<file path="src/rtl/pkg_windowAlignment.sv">
// rtl/pkg_windowAlignment.sv - geometry shared by the packer and the window alignment stage
package pkg_windowAlignment;
  localparam int WORDS       = 4;
  localparam int WORD_SIZE   = 8;
  localparam int INDEX_WIDTH = 4;
endpackage

</file>
<file path="src/rtl/structs.sv">
// rtl/structs.sv - write bundle consumed by the alignment stage's waIn
package structs;
  import pkg_windowAlignment::*;

  typedef struct packed {
    logic                            we;
    logic [INDEX_WIDTH-1:0]          waddrY;
    logic [INDEX_WIDTH-1:0]          waddrBlock;
    logic [WORDS-1:0][WORD_SIZE-1:0] wdata;
  } struct_windowAlignment;
endpackage

</file>
<file path="src/rtl/window_packer.sv">
// rtl/window_packer.sv - packs WORDS serial pixels per wide word and addresses it by block/row
module window_packer
  import pkg_windowAlignment::*;
  import structs::*;
#(
  parameter int BLOCKS = 4,
  parameter int ROWS   = 16
) (
  input  logic                  clk,
  input  logic                  reset,
  input  logic                  start,
  input  logic                  in_valid,
  output logic                  in_ready,
  input  logic [WORD_SIZE-1:0]  in_data,
  input  logic                  in_sof,
  output struct_windowAlignment waOut,
  output logic                  busy,
  output logic                  frame_done
);
  localparam int LANE_W = (WORDS > 1) ? $clog2(WORDS) : 1;
  localparam logic [LANE_W-1:0]      LAST_LANE  = LANE_W'(WORDS - 1);
  localparam logic [INDEX_WIDTH-1:0] LAST_BLOCK = INDEX_WIDTH'(BLOCKS - 1);
  localparam logic [INDEX_WIDTH-1:0] LAST_ROW   = INDEX_WIDTH'(ROWS - 1);

  typedef enum logic [1:0] {IDLE, RUN, DONE} state_t;
  state_t state, nextState;

  logic [LANE_W-1:0]               lane, effLane;
  logic [INDEX_WIDTH-1:0]          block, row, effBlock, effRow;
  logic [WORDS-1:0][WORD_SIZE-1:0] laneData, fullWord;
  logic                            xfer, fill, lastWord;

  assign in_ready = (state == RUN);
  assign xfer     = in_valid && in_ready;

  // A start-of-frame pixel is placed as if the counters had already been cleared.
  always_comb begin
    effLane  = in_sof ? '0 : lane;
    effBlock = in_sof ? '0 : block;
    effRow   = in_sof ? '0 : row;
    fill     = xfer && (effLane == LAST_LANE);
    lastWord = fill && (effBlock == LAST_BLOCK) && (effRow == LAST_ROW);
    fullWord = laneData;
    fullWord[effLane] = in_data;
  end

  always_comb begin
    nextState = state;
    case (state)
      IDLE:    if (start) nextState = RUN;
      RUN:     if (lastWord) nextState = DONE;
      DONE:    nextState = IDLE;
      default: nextState = IDLE;
    endcase
  end

  always_ff @(posedge clk or posedge reset) begin
    if (reset) state <= IDLE;
    else       state <= nextState;
  end

  always_ff @(posedge clk or posedge reset) begin
    if (reset) begin
      lane       <= '0;
      block      <= '0;
      row        <= '0;
      laneData   <= '0;
      waOut      <= '0;
      busy       <= 1'b0;
      frame_done <= 1'b0;
    end else begin
      waOut.we   <= 1'b0;
      frame_done <= 1'b0;
      busy       <= (nextState != IDLE);
      if (state == IDLE && start) begin
        lane  <= '0;
        block <= '0;
        row   <= '0;
      end
      if (xfer) begin
        laneData[effLane] <= in_data;
        if (fill) begin
          waOut.we         <= 1'b1;
          waOut.wdata      <= fullWord;
          waOut.waddrBlock <= effBlock;
          waOut.waddrY     <= effRow;
          frame_done       <= lastWord;
          lane             <= '0;
          if (effBlock == LAST_BLOCK) begin
            block <= '0;
            row   <= (effRow == LAST_ROW) ? '0 : effRow + 1'b1;
          end else begin
            block <= effBlock + 1'b1;
            row   <= effRow;
          end
        end else begin
          lane  <= effLane + 1'b1;
          block <= effBlock;
          row   <= effRow;
        end
      end
    end
  end
endmodule

</file>
<file path="config.mk">
export PLATFORM = sky130hd
export DESIGN_NAME = window_packer
export DESIGN_NICKNAME = d
export VERILOG_FILES = /design/src/rtl/pkg_windowAlignment.sv /design/src/rtl/structs.sv /design/src/rtl/window_packer.sv
export SDC_FILE = /design/constraint.sdc
export NUM_CORES = 1
export LEC_CHECK = 0
export ABC_CLOCK_PERIOD_IN_PS = 2700
export BUFFER_PORTS_ARGS = -buffer_cell sky130_fd_sc_hd__buf_2
export CORE_MARGIN = 5
export CORE_UTILIZATION = 55
export DETAILED_ROUTE_END_ITERATION = 8
export PLACE_DENSITY_LB_ADDON = 0.2
export SKIP_LAST_GASP = 1
export SYNTH_ARGS = -nofsm -noshare
export SYNTH_HDL_FRONTEND = slang
export SYNTH_SLANG_ARGS = --single-unit
</file>
<file path="constraint.sdc">
create_clock -name clk -period 2.7 [get_ports clk]
set_clock_uncertainty 0.15 [all_clocks]
set_input_delay 0.135 -clock clk [delete_from_list [all_inputs] [get_ports clk]]
set_output_delay 0.135 -clock clk [all_outputs]
set_load 0.02 [all_outputs]
</file>
=== Yosys cells after proc, flatten, opt, wreduce, memory -nomap -nowiden ===
Index checks and enable logic that the tools add are counted.

* Register bits after elaboration: 87
* Input bits: 13
* Output and inout bits: 44
* Logic and storage cells: 60

* $add $sub $neg: 3
* Magnitude comparators: 2
* Equality and inequality tests: 4
* Muxes and demuxes: 24
* Reduce and logical (&&, ||, !) cells: 10

{| class="wikitable"
|+ Operators with widths
! operator !! number
|-
| $mux 41 || 2
|-
| $mux 4 || 10
|-
| $bwmux 32 || 1
|-
| $demux 8 s2 || 1
|-
| $mux 2 || 6
|-
| $add 4x1->4 const B || 2
|-
| $mux 8 || 1
|-
| $logic_and 1x1->1 || 6
|-
| $eq 4x2->1 const B || 1
|-
| $eq 4x4->1 const B || 1
|-
| $pmux 2 s2 || 1
|-
| $reduce_bool 2->1 || 2
|-
| $lt 2x3->1 const B || 1
|-
| $add 2x1->2 const B || 1
|-
| $eq 2x1->1 const B || 1
|-
| $eq 2x2->1 const B || 1
|-
| $ge 2x1->1 const B || 1
|-
| $logic_not 2->1 || 1
|-
| $mux 1 || 2
|-
| $reduce_and 2->1 || 1
|}

=== Longest topological paths before layout ===
Gate-level depths: netlist of the first run.

* Word-level depth: 8
* Gate-level depth with buffers: 10
* Depth with buffers taken out: 7

=== Worst setup path before layout of the first run ===
OpenSTA, ideal clock, no wires.

* Path kind: input to register
* Start: in in_sof
* End: reg row[2]
* Setup time: 0.124 ns
* Arrival: 1.661 ns
* Required time: 2.426 ns
* Setup slack: 0.765 ns
* Cell stages on the path: 9
* Path buffers: 2
* Cells stage by stage: clkbuf_1 nand2b_1 inv_1 ha_1 buf_4 nand4b_2 clkinv_1 o2111a_1 a211o_1

* Longest elaborated chain between the ends: 6
* Elaborated cells on any way between the ends: 12
* Those cells by class: add/sub: 1; eq/ne: 3; mux: 7; reduce/logical: 1

{| class="wikitable"
|+ Ends and longest elaborated chain
! item !! RTL line !! source
|-
| start, declared || window_packer.sv:15 || <nowiki>input logic in_sof,</nowiki>
|-
| $mux 4 || window_packer.sv:40 || <nowiki>effRow = in_sof ? '0 : row;</nowiki>
|-
| $add 4x1->4 / $eq 4x4->1 (equally long branches) || window_packer.sv:91 || <nowiki>row <= (effRow == LAST_ROW) ? '0 : effRow + 1'b1;</nowiki>
|-
| $mux 4 || window_packer.sv:91 ||
|-
| $mux 4 || window_packer.sv:89 || <nowiki>if (effBlock == LAST_BLOCK) begin</nowiki>
|-
| $mux 4 (*) || window_packer.sv:82 || <nowiki>if (fill) begin</nowiki>
|-
| $mux 4 (*) || window_packer.sv:80 || <nowiki>if (xfer) begin</nowiki>
|-
| end signal, assigned || window_packer.sv:91 ||
|-
| end signal, assigned || window_packer.sv:94 || <nowiki>row <= effRow;</nowiki>
|-
| end signal, assigned || window_packer.sv:99 || <nowiki>row <= effRow;</nowiki>
|-
| end, declared || window_packer.sv:29 || <nowiki>logic [INDEX_WIDTH-1:0] block, row, effBlock, effRow;</nowiki>
|}

Mark *: on every way between the ends. The rest lies on a longest branch, timed or not.
A chain may end at the register's enable or synchronous reset.

=== Worst setup path in the final report of the first run ===
* Start: reg lane[1]
* End: reg row[2]

* Longest elaborated chain between the ends: 5

{| class="wikitable"
|+ Ends and longest elaborated chain
! item !! RTL line !! source
|-
| start, declared || window_packer.sv:28 || <nowiki>logic [LANE_W-1:0] lane, effLane;</nowiki>
|-
| start signal, assigned || window_packer.sv:97 || <nowiki>lane <= effLane + 1'b1;</nowiki>
|-
| $mux 2 || window_packer.sv:38 || <nowiki>effLane = in_sof ? '0 : lane;</nowiki>
|-
| $eq 2x2->1 || window_packer.sv:41 || <nowiki>fill = xfer && (effLane == LAST_LANE);</nowiki>
|-
| $logic_and 1x1->1 || window_packer.sv:41 ||
|-
| $mux 4 || window_packer.sv:82 ||
|-
| $mux 4 || window_packer.sv:80 ||
|}

No other way between the ends.

==> out/qor.csv, run 1 <==
metric,value,unit
post-CTS sizing,0,
fin. max-slew vios,0,
Yosys cell types,41,
CTS tree,built,
GRT Total Usage,0.2079,
fillers,496,
"Warnings, synthesis",0,
Non-Filler Instances,451,
Critical Path Source,lane[1]$_DFFE_PP0P_,
power share of the sequential group,0.462,
CP Class,flop to flop,
Core Area,6241,um2
Vias/cell,5.461,
Most used DFF post-synth,dfrtp_1,
Routed WL,7397,um
flop2flop setup slack,0.53,ns
Critical Path End Type,flop,
hold crit path type,input port to flop,
syn nets,320,
Diodes inserted,0,
utilization after layout,0.6688,
Crit Reg-Reg Endpoint,row[2]$_DFFE_PP0P_,
Initial Utilization,0.5579,
area growth from synthesis to layout,19.87,%
Synth Register Bits,79,
Clock Power Share,0.284,
Setup crit end,row[2]$_DFFE_PP0P_,
CP Launch Type,flop,
via count,2463,
Static Leak,2.101,nW
switch share,0.3196,
CP required,2.79,ns
"Seq/Total Area, Yosys",0.5677,
"Hold Vio Cnt, Final",0,
WL per Instance,16.40,um
initial DRC count,131,
"Remaining Overflow, GRT",0,
# Post-CTS Setup Buffers,0,
die area,8023,um2
Final nets,388,
first-pass GRT wire length,12410,um
setup TNS,0,ns
crit path time final,2.168,ns
DP HPWL,5020,um
"critical path fanouts, max",14,
normalized max-slew margin,0.4077,
drc violations,0,
worst-case reg-to-reg path depth,7,
# clock sinks,79,
chip height,89.57,um
I/O Buffers,56,
vias in the first global route,2497,
DP Cell Count,424,
Clock Tree Root,clkbuf_8,
Ports,57,
initial antenna violation count,0,
Antenna Violating Nets Remaining,0,
CTS buffer count,9,
Mean Syn Cell Area,11.57,um2
area taken by multi-input logic gates,1404,um2
pin count of the biggest net entering global routing,65,
outcome,"finished, final reports clean",
share of cells above drive strength 1,0.2299,
DIE WIDTH,89.57,um
# setup viols final,0,
first drt pass iteration count,4,
Fmax,461.2,MHz
Final Cycle Share,0.8031,
Gate power share,0.254,
P_sw,1.132,mW
max cap viols,0,
RSZ-0062 raised after global routing,no,
Async SR Flop Fraction,1.000,
sequential cell area,1977,um2
H-Tree Depth,3,
post-synthesis cell count,301,
maximum clock path buffer count,2,
pwr dens,848.9,nW/um2
Post-synth EDFFs,0,
cts hold-fix bufs,11,
Skew-Pair Late Insertion Delay,0.35,ns
worst-margin pin slew,0.8871,ns
critical path arrival,2.26,ns
Core Rows,29,
VDD IR-drop max,0.4686,mV
Worst-path clk slew,0.08,ns
GP Congestion,0.8864,
internal power,2.411,mW
Netlist Area Pre-Place,3482,um2
worst r2r src,lane[1]$_DFFE_PP0P_,
-- per-stage QoR --
stage	area [um2]	setup WS [ns]	hold slack, ns	total power, mW
after floorplan	3482	0.3916	0.09044	2.234
after global placement	3832	0.5781	0.2276	2.526
after detailed placement	3832	0.4910	0.2294	2.563
after CTS	4174	0.5244	0.003451	3.583
after global routing	4174	0.3750	0.03273	3.774
final	4174	0.5318	0.02900	3.543
-- layer usage --
layer  GRT usage  routed length [um]
met2      0.3225                3599
met1      0.2830                3390
met3     0.06022                 332
met5           0                   0
met4     0.06766                  76
-- how the worst min path moves through the flow --
stage	startpoint	to	depth (start not counted)	slack, ns
finish	in_sof	waOut[38]$_DFFE_PP0P_	2	0.03
global route	in_sof	waOut[38]$_DFFE_PP0P_	2	0.03
CTS	in_sof	waOut[38]$_DFFE_PP0P_	2	0.003
detailed placement	reset	waOut[15]$_DFFE_PP0P_	2	0.23
global placement	reset	waOut[15]$_DFFE_PP0P_	2	0.23
floorplan	in_data[0]	waOut[24]$_DFFE_PP0P_	2	0.09
-- power groups by stage --
| stage | Combinational [mW] | Clock [mW] | Sequential [mW] |
|---|---|---|---|
| after floorplan | 0.351 | 0 | 1.88 |
| after global placement | 0.875 | 0 | 1.65 |
| after detailed placement | 0.898 | 0 | 1.67 |
| after CTS | 0.913 | 1.03 | 1.64 |
| after global routing | 0.999 | 1.09 | 1.68 |
| final | 0.901 | 1.01 | 1.64 |
-- worst max-delay path, stage by stage (launching register included) --
cell	delay, ns
dfrtp_1	0.39
nand2b_1	0.13
inv_1	0.08
ha_1	0.31
nand4b_2	0.16
clkinv_1	0.34
o2111a_1	0.28
a211o_1	0.22
-- cell type report --
cell class	count	area share
Tap cell	77	0.02308
Inverter	8	0.007194
Clock buffer	12	0.03717
Sequential cell	79	0.4736
Multi-Input combinational cell	198	0.3363
Clock inverter	4	0.01829
Timing Repair Buffer	73	0.1043
-- registers in the layout, summed over array words and instances, names as in the netlist --
name,count
waOut,41
laneData,24
block,4
row,4
lane,2
state,2
busy,1
frame_done,1
-- logic make-up after synthesis --
family / share of synthesized area
AND/OR/NAND/NOR: 0.1373
AO/OA/AOI/OAI: 0.08552
buffers and inverters: 0.02911
adder cells (fa/ha/maj): 0.02156
multiplexers: 0.1588
flip-flops: 0.5677
-- synthesized netlist by cell type (2+ instances only) --
cell type | instances | area [um2]
dfrtp_1 | 79 | 1977
nand2_1 | 61 | 229.0
mux2i_1 | 26 | 260.3
o21ai_0 | 26 | 130.1
mux2_1 | 24 | 270.3
clkbuf_1 | 8 | 30.03
inv_1 | 7 | 26.28
buf_2 | 6 | 30.03
ha_1 | 6 | 75.07
nand3b_1 | 5 | 37.54
a211o_1 | 4 | 35.03
nor2b_1 | 4 | 25.02
a211oi_1 | 3 | 22.52
nand2_2 | 3 | 18.77
nand4_1 | 3 | 18.77
nor2_1 | 3 | 11.26
nor3_1 | 3 | 15.01
nor4_1 | 3 | 18.77
a22o_1 | 2 | 17.52
mux2_2 | 2 | 22.52
nand2b_1 | 2 | 12.51
o2bb2ai_1 | 2 | 17.52
-- cell usage in the layout, fill, tap and decap left out, types with 2 or more instances in the layout --
master,instances
nor4_1,3
nand4_1,3
nand2_2,3
buf_4,6
a22o_1,2
dfrtp_1,79
dlygate4sd3_1,11
nand2b_1,2
inv_1,6
mux2_1,24
buf_2,56
nor3_1,3
mux2_2,2
nand3b_1,5
nand2_1,61
o2bb2ai_1,2
a211oi_1,3
o21ai_0,26
nor2b_1,4
nor2_1,3
clkbuf_8,11
a211o_1,4
bufinv_16,2
mux2i_1,26
ha_1,6
No activity file was read; power rests on OpenSTA's default activity.
==> inputs of run 2 (changes only) <==
Settings changed: ABC_CLOCK_PERIOD_IN_PS 2700 to 2300.
Clock period 2.7 ns to 2.3 ns, I/O delays scaled along.
==> out/qor.csv, run 2 (synthesis results as in run 1) <==
metric,value,unit,change
drc violations,0,,unchanged
Clock Power Share,0.258,,-0.026
"Remaining Overflow, GRT",0,,unchanged
area taken by multi-input logic gates,1411,um2,+0.53%
worst path buffer plus inverter count,3,,+1
Routed WL,7015,um,-5.2%
switch share,0.3270,,+0.007384
"Max stage delay cell, worst path",dlygate4sd3_1,,
Core Rows,29,,unchanged
Final Cycle Share,0.9684,,
DP HPWL,4740,um,-5.6%
CTS buffer count,9,,unchanged
"critical path fanouts, max",15,,+1
vias in the first global route,2430,,-2.7%
WL per Instance,15.52,um,-5.4%
# setup viols final,0,,unchanged
Pwr Total,4.001,mW,+13%
P_sw,1.308,mW,+16%
initial antenna violation count,0,,unchanged
"commonest non-fill, non-tap cell in the layout",dfrtp_1,,
internal power,2.693,mW,+12%
Ports,57,,unchanged
hold crit path type,input port to flop,,
flop2flop setup slack,0.26,ns,-0.27 ns
"slowest stage delay, CP",0.54,ns,+0.15 ns
CTS tree,built,,
I/O Buffers,56,,unchanged
Worst-path clk slew,0.08,ns,about the same
# Post-CTS Setup Buffers,0,,unchanged
GRT Total Usage,0.1957,,-0.01220
biggest regs,"waOut: 41 flops, laneData: 24 flops",,
Non-Filler Instances,452,,+0.22%
Skew-Pair Late Insertion Delay,0.35,ns,about the same
via count,2444,,-0.77%
maximum clock path buffer count,2,,unchanged
Largest Register,waOut,,
Final nets,389,,+0.26%
WP depth,8,,+1
normalized max-slew margin,0.6699,,+0.2622
DIE WIDTH,89.57,um,unchanged
pin count of the biggest net entering global routing,80,,+23%
crit path time final,2.227,ns,
hold path cells,3,,+1
GP Congestion,0.8388,,-5.4%
Static Leak,2.102,nW,about the same
CP Launch Type,input port,,
"critical path, cell by cell",dlygate4sd3_1 -> buf_2 -> nor2b_1 -> ha_1 -> buf_4 -> nor4bb_1 -> a211oi_1 -> a211o_1,,
die area,8023,um2,unchanged
Critical Path End Type,flop,,
RSZ-0062 raised after global routing,no,,
"commonest cells after routing, fill and taps aside","79 x dfrtp_1, 61 x nand2_1, 56 x buf_2",,
Vias/cell,5.407,,-0.99%
worst-case reg-to-reg path depth,6,,-1
"Hold Vio Cnt, Final",0,,unchanged
area growth from synthesis to layout,19.91,%,about the same
pwr dens,958.2,nW/um2,+13%
CP Class,input port to flop,,
# clock sinks,79,,unchanged
Gate power share,0.262,,+0.008
initial DRC count,104,,-21%
first drt pass iteration count,4,,unchanged
critical path arrival,2.31,ns,+0.05 ns
Core Area,6241,um2,unchanged
fin. max-slew vios,0,,unchanged
Initial Utilization,0.5579,,unchanged
outcome,"finished, final reports clean",,
Diodes inserted,0,,unchanged
Top Family by Delay on Critical Path,buffers and inverters,,
utilization after layout,0.6690,,about the same
power share of the sequential group,0.480,,+0.018
first-pass GRT wire length,11760,um,-5.2%
worst-margin pin slew,0.4814,ns,-0.4057 ns
Clock Tree Root,clkbuf_8,,
Fmax,449.0,MHz,
DP Cell Count,425,,+0.24%
chip height,89.57,um,unchanged
CP required,2.38,ns,-0.41 ns
Antenna Violating Nets Remaining,0,,unchanged
fillers,513,,+3.4%
H-Tree Depth,3,,unchanged
VDD IR-drop max,0.5346,mV,+14%
max reg flops,41,,unchanged
max cap viols,0,,unchanged
sequential cell area,1977,um2,unchanged
share of cells above drive strength 1,0.2373,,+0.007387
setup TNS,0,ns,unchanged
[run 2: what timing repair did]
action                                 CTS  global route
resized for setup                        0             3
setup endpoints to repair                0             8
hold buffers                            11             0
endpoints found under the hold margin  121             0
[run 2: stage by stage]
stage | cell area [um2] | setup WS, ns | hold WS (ns)
after detailed placement | 3852 | 0.2620 | 0.09065
final | 4175 | 0.07261 | 0.009873
after floorplan | 3482 | 0.01162 | 0.07044
after global placement | 3852 | 0.3336 | 0.08720
after global routing | 4175 | 0.01502 | 0.02976
after CTS | 4160 | 0.08385 | 0.004102
[run 2: area by class of cell]
class,instances,share of cell area
flip-flops and latches,79,0.4735
repair buffers,74,0.1100
clock inverters,5,0.01349
inverters,8,0.008091
clock buffers,11,0.03386
well taps,77,0.02307
multi-input cells,198,0.3380
[run 2: path summary, 6_finish.rpt]
path	start	to
setup / recovery	in_sof	row[2]$_DFFE_PP0P_
hold / removal	in_valid	lane[1]$_DFFE_PP0P_
setup reg to reg	lane[0]$_DFFE_PP0P_	row[2]$_DFFE_PP0P_
hold reg to reg	waOut[36]$_DFFE_PP0P_	waOut[36]$_DFFE_PP0P_
max in group asynchronous	reset	row[1]$_DFFE_PP0P_
min in group asynchronous	reset	waOut[15]$_DFFE_PP0P_
[run 2: worst reg2reg max path: stages, from the launching register on]
cell      delay, ns
dfrtp_1        0.34
nor2b_1        0.23
ha_1           0.23
buf_4          0.18
nor4bb_1       0.39
a211oi_1       0.14
a211o_1        0.27
[run 2: power groups by stage]
stage	sequential, mW	clock [mW]	combinational (mW)
6_report	1.92	1.03	1.05
5_1_grt	1.97	1.11	1.18
4_1_cts	1.93	1.05	1.07
3_5_place_dp	1.96	0	1.05
3_3_place_gp	1.94	0	1.03
2_1_floorplan	2.21	0	0.412
[run 2: layer usage]
layer  GRT usage  vias up  part of all wire
met5           0        -                 0
met4     0.09202        0             0.014
met3     0.04288       12             0.048
met2      0.2985       61              0.47
met1      0.2672     1183              0.47
li1            -     1188                 -
